===== src/rtl/leaf_loopback_probe.sv =====
// leaf_loopback_probe: BFT-side initiator for a page's leaf interface.
// Sends one packet, strobes resend, waits for the echo, retries on timeout.
module leaf_loopback_probe #(
  parameter int PKT_W     = 49,
  parameter int TIMEOUT   = 16,
  parameter int MAX_RETRY = 3,
  parameter int LAT_W     = 8,
  localparam int RW =
    ($clog2(MAX_RETRY + 1) < 2) ? 2 : $clog2(MAX_RETRY + 1)
) (
  input  logic             clk,
  input  logic             reset,
  input  logic             start,
  input  logic [PKT_W-2:0] tx_payload,
  output logic [PKT_W-1:0] dout_leaf_bft2interface,
  output logic             resend,
  input  logic [PKT_W-1:0] din_leaf_interface2bft,
  output logic             busy,
  output logic             done,
  output logic             pass,
  output logic             fail,
  output logic [RW-1:0]    retries,
  output logic [LAT_W-1:0] latency
);

  localparam int TW =
    ($clog2(TIMEOUT) < 1) ? 1 : $clog2(TIMEOUT);
  localparam int LAT_MAX =
    (LAT_W >= 31) ? 2147483647 : (1 << LAT_W) - 1;

  typedef enum logic [1:0] {
    IDLE,
    SEND,
    WAIT,
    DONE
  } state_t;

  state_t           state;
  state_t           state_nxt;
  logic [PKT_W-2:0] payload;
  logic [TW-1:0]    timer;
  logic [PKT_W-1:0] exp_pkt;
  logic             start_ok;
  logic             hit;
  logic             expired;
  logic             can_retry;

  logic [PKT_W-1:0] pkt_nxt;
  logic [PKT_W-1:0] dout_nxt;
  logic             resend_nxt;
  logic             done_nxt;
  logic             busy_nxt;
  logic [LAT_W-1:0] lat_sat;

  assign exp_pkt   = {1'b1, payload};
  assign start_ok  = (state == IDLE) && start;
  assign hit       = (state == WAIT) &&
                     (din_leaf_interface2bft == exp_pkt);
  assign expired   = (state == WAIT) &&
                     (timer == TW'(TIMEOUT - 1));
  assign can_retry = (retries < RW'(MAX_RETRY));

  // State register.
  always_ff @(posedge clk) begin
    if (reset) begin
      state <= IDLE;
    end else begin
      state <= state_nxt;
    end
  end

  // Next state; a match in the timeout cycle beats the retry.
  always_comb begin
    state_nxt = state;
    case (state)
      IDLE: if (start) state_nxt = SEND;
      SEND: state_nxt = WAIT;
      WAIT: begin
        if (hit) begin
          state_nxt = DONE;
        end else if (expired) begin
          state_nxt = can_retry ? SEND : DONE;
        end
      end
      DONE:    state_nxt = IDLE;
      default: state_nxt = IDLE;
    endcase
  end

  // Next values of the registered outputs, decoded from next state.
  always_comb begin
    pkt_nxt    = start_ok ? {1'b1, tx_payload} : exp_pkt;
    resend_nxt = (state_nxt == SEND);
    done_nxt   = (state_nxt == DONE);
    busy_nxt   = (state_nxt != IDLE);
    dout_nxt   = '0;
    if (state_nxt == SEND || state_nxt == WAIT) begin
      dout_nxt = pkt_nxt;
    end
    if (int'(timer) >= LAT_MAX) begin
      lat_sat = '1;
    end else begin
      lat_sat = LAT_W'(timer) + LAT_W'(1);
    end
  end

  // Output registers, payload latch, wait timer and result flags.
  always_ff @(posedge clk) begin
    if (reset) begin
      dout_leaf_bft2interface <= '0;
      resend  <= 1'b0;
      busy    <= 1'b0;
      done    <= 1'b0;
      pass    <= 1'b0;
      fail    <= 1'b0;
      retries <= '0;
      latency <= '0;
      payload <= '0;
      timer   <= '0;
    end else begin
      dout_leaf_bft2interface <= dout_nxt;
      resend <= resend_nxt;
      busy   <= busy_nxt;
      done   <= done_nxt;
      if (start_ok) begin
        payload <= tx_payload;
        pass    <= 1'b0;
        fail    <= 1'b0;
        retries <= '0;
        latency <= '0;
      end
      if (state == SEND) begin
        timer <= '0;
      end
      if (hit) begin
        pass    <= 1'b1;
        latency <= lat_sat;
      end else if (expired) begin
        if (can_retry) begin
          retries <= retries + RW'(1);
        end else begin
          fail <= 1'b1;
        end
      end else if (state == WAIT) begin
        timer <= timer + TW'(1);
      end
    end
  end

endmodule

===== config.mk =====
export PLATFORM = sky130hd
export DESIGN_NAME = leaf_loopback_probe
export DESIGN_NICKNAME = d
export VERILOG_FILES = /design/src/rtl/leaf_loopback_probe.sv
export SDC_FILE = /design/constraint.sdc
export NUM_CORES = 1
export LEC_CHECK = 0
export CORE_ASPECT_RATIO = 1.25
export CORE_MARGIN = 3
export CORE_UTILIZATION = 39
export DETAILED_ROUTE_END_ITERATION = 12
export PLACE_DENSITY = 0.77
export SYNTH_ARGS = -nofsm -noshare
export SYNTH_HDL_FRONTEND = slang
export SYNTH_SLANG_ARGS = --single-unit

===== constraint.sdc =====
create_clock -name clk -period 3.7 [get_ports clk]
set_input_delay 0.555 -clock clk [delete_from_list [all_inputs] [get_ports clk]]
set_output_delay 0.555 -clock clk [all_outputs]
set_load 0.1 [all_outputs]

==> summary.md <==
| Metric | Value |
|---|---|
| Outcome | `finished, final reports clean` |
| P&R area growth vs syn | `49.1%` |
| Ys async rst share | `0%` |
| Syn avg cell area | `8.96 µm²` |
| Sequential share of power | `37.9%` |
| Crit path capture type | `flip-flop` |
| Final Hold Violating Endpoints | `0` |
| Period utilisation layout | `a little over four fifths` |
| Unique cell type count in the Yosys netlist | `43` |
| Internal power | `2.56 mW` |
| Slowest-stage cell, CP | `nor4_1` |
| Post-synth top flop | `dfxtp_1` |
| Worst path max stage delay | `~550 ps` |
| Worst slew margin | `19.8%` |
| Clock Path Buffers | `2` |
| Top cell type's share of synthesized area | `51.2%` |
| Maximum VDD drop | `0.373 mV` |
| Ratio of cells with drive above 1 in the final layout | `6.02%` |
| WL/cell | `approximately 16 µm` |
| Layout Cells excl Fill | `800` |
| 1st-iter DRT viols | `172` |
| Starting Density | `slightly above 40%` |
| Std-Cell Core Area | `0.0112 mm²` |
| Worst setup margin | `slightly below 600 ps` |
| GRT overflow | `0` |
| # diodes | `0` |
| Post_cts resized | `0` |
| Crit path max-delay family | `simple AND/OR/NAND/NOR gates` |
| Clk sinks | `115` |
| Synth top area cells | `dfxtp_1, nand2_1, and2_1` |
| Mapped Area | `0.00450 mm²` |
| Hold Buf Count CTS | `0` |
| Vias in the first global route | `3985` |
| IO Port Bufs | `160` |
| Crit path DAT | `3380 ps` |
| Post-Syn Instances | `approximately 500` |
| DRT Pass-1 Iters | `4` |
| Final Max Slew Viols | `0` |
| Detail Placement HPWL | `between 9000 and 10000 µm` |
| PD cells | `534 mW/mm²` |
| Fin area | `~0.0067 mm²` |
| Yosys reg bits | `115` |
| Max-Cap Viols | `0` |
| Final Setup Violations | `0` |
| Initial antenna violation count | `0` |
| Number of flops mapped to enable cells by yosys | `0` |
| Post-DP Area | `slightly above 0.006 mm²` |
| Post-CTS setup buffer count | `0` |
| Overall Global Routing Usage | `between 20% and 30%` |
| Worst Hold Class | `flip-flop to flip-flop` |
| Critical path data required time | `3970 ps` |
| Ports | `164` |
| Critical path, cell by cell | `clkdlybuf4s50_1, xnor2_1, nand4_1, nor4_1, and4_4, nor3_1, o21a_1, ha_1, buf_4, nor2b_1` |
| Fmax | `322 MHz` |
| Sw Share | `28.7%` |
| CTS tree | `yes` |
| Critical path class | `primary input to flip-flop` |
| Clock Power Share | `between 40% and 50%` |
| H-tree levels | `4` |
| Combinational Power Share | `between 10% and 20%` |
| Worst-margin pin slew | `1200 ps` |
| Crit Path Max Fanout | `27` |
| Worst path bufs/invs | `2` |
| Worst-Skew Late Latency | `410 ps` |
| Reg clk slew, reported paths | `50 ps` |
| Final TNS setup | `0 ps` |
| First-pass GRT wire length | `19700 µm` |
| Worst setup SP type | `primary input` |
| RSZ-0062 raised after global routing | `false` |
| Post-route ant nets | `0` |
| Die height | `126 µm` |
| Leakage | `approximately 2.5 nW` |
| Total Wirelength | `between 10000 and 15000 µm` |
| Vias per inst | `4.94` |
| GP Congestion | `0.873` |
| Rows | `43` |
| Tmin final | `3100 ps` |
| Inserted Clock Buffers | `17` |
| Total net switching power | `1.03 mW` |
| Vias | `3951` |
| Total die area | `0.0129 mm²` |
| Post-synthesis sequential area ratio | `between 50 and 60%` |
| # DRC | `0` |
| Largest net degree at the start of global routing | `57` |
| Placed insts | `770` |
| Synth area leader | `dfxtp_1` |
| Root Buffer Master | `clkbuf_16` |
| Synth warnings | `0` |
| DP Worst Slack | `around 190 ps` |
| Post-Route Skew | `13.5 ps` |
| Final nets | `759` |
| Die Span X | `102 µm` |
-- synthesized netlist by cell type (all sizes together), types with 9 or more instances --
master	count
clkbuf	25
dfxtp	115
xnor2	32
xor2	9
nand2b	12
nor2	9
nand2	103
nand4	10
a21oi	59
and2	49
nand3	11
-- final timing paths --
path / from / to / slack (ps) / cells past startpoint
setup / recovery: din_leaf_interface2bft[29] / dout_leaf_bft2interface[48]$_SDFF_PP0_ / 600 / 10
hold / removal: pass$_SDFFE_PP0P_ / pass$_SDFFE_PP0P_ / 460 / 2
setup reg to reg: payload[29]$_SDFFE_PP0P_ / dout_leaf_bft2interface[48]$_SDFF_PP0_ / 830 / 9
hold reg to reg: pass$_SDFFE_PP0P_ / pass$_SDFFE_PP0P_ / 460 / 2
-- cell usage in the layout (no fill, tap or decap), types with 3 or more instances in the layout --
cell type	instances
buf_4	4
and2_1	48
ha_1	5
clkbuf_1	3
xor2_1	9
dfxtp_1	115
a21oi_1	59
conb_1	3
nand2_1	102
nor2b_1	8
nor2_1	9
nand2b_1	11
nor3_1	6
o211ai_1	4
clkdlybuf4s50_1	159
clkbuf_8	5
nand3_1	11
xnor2_1	32
nand4_1	10
clkinv_2	4
o21ai_0	3
o2111ai_1	3
inv_1	7
nor4_1	5
clkbuf_16	17
-- cell type report --
cell class	instances	area [µm²]
inverter	7	26.3
clock buffer	25	505
fill	977	4480
multi-input combinational	349	2030
sequential	115	2300
tap	135	169
timing repair buffer	164	1630
clock inverter	5	50.0
-- tightest hold or removal path, cell delays in order, from the launching register on --
cell,delay [ps]
dfxtp_1,310
nand2_1,50
a21oi_1,50
-- sequential cells by signal (all words and copies together), names as in the netlist --
name / count
state: 2
timer: 4
resend: 1
retries: 2
pass: 1
payload: 48
latency: 5
done: 1
busy: 1
fail: 1
dout_leaf_bft2interface: 49
-- power by group through the flow --
stage / combinational, mW / sequential [mW] / clock, mW
finish: 0.704 / 1.36 / 1.52
global route: 0.749 / 1.37 / 1.59
CTS: 0.710 / 1.36 / 1.54
detailed placement: 0.707 / 1.38 / 0
global placement: 0.700 / 1.38 / 0
floorplan: 0.224 / 1.62 / 0
-- per-layer routing --
layer	wire [µm]	up-vias	share of wire (%)	track usage, %
li1	-	1950	-	-
met1	5060	1828	39	23.0
met2	6430	153	50	33.6
met3	1050	20	8.2	7.48
met4	312	0	2.4	7.95
met5	0	-	0	0
-- logic make-up (layout without fill, tap and decap cells) --
| logic type | Yosys count | count (layout) | share of synthesized area (%) |
|---|---|---|---|
| AOI/OAI and AO/OA | 79 | 79 | 10.7 |
| xor gates and xnor gates | 41 | 41 | 7.98 |
| adders and majority gates | 5 | 5 | 1.39 |
| buffers and inverters | 40 | 201 | 3.95 |
| DFF | 115 | 115 | 51.2 |
| muxes | 1 | 1 | 0.222 |
| other | 1 | 3 | 0.0833 |
| and+or+nand+nor | 220 | 220 | 24.5 |
-- stage by stage --
step	power [mW]	utilization, %	hold WS [ps]
6_report	3.58	60.0	464
5_1_grt	3.71	60.0	481
4_1_cts	3.61	60.0	467
3_5_place_dp	2.09	55.0	460
3_3_place_gp	2.08	55.0	443
2_1_floorplan	1.84	-	452
No activity file was read; power rests on OpenSTA's default activity.
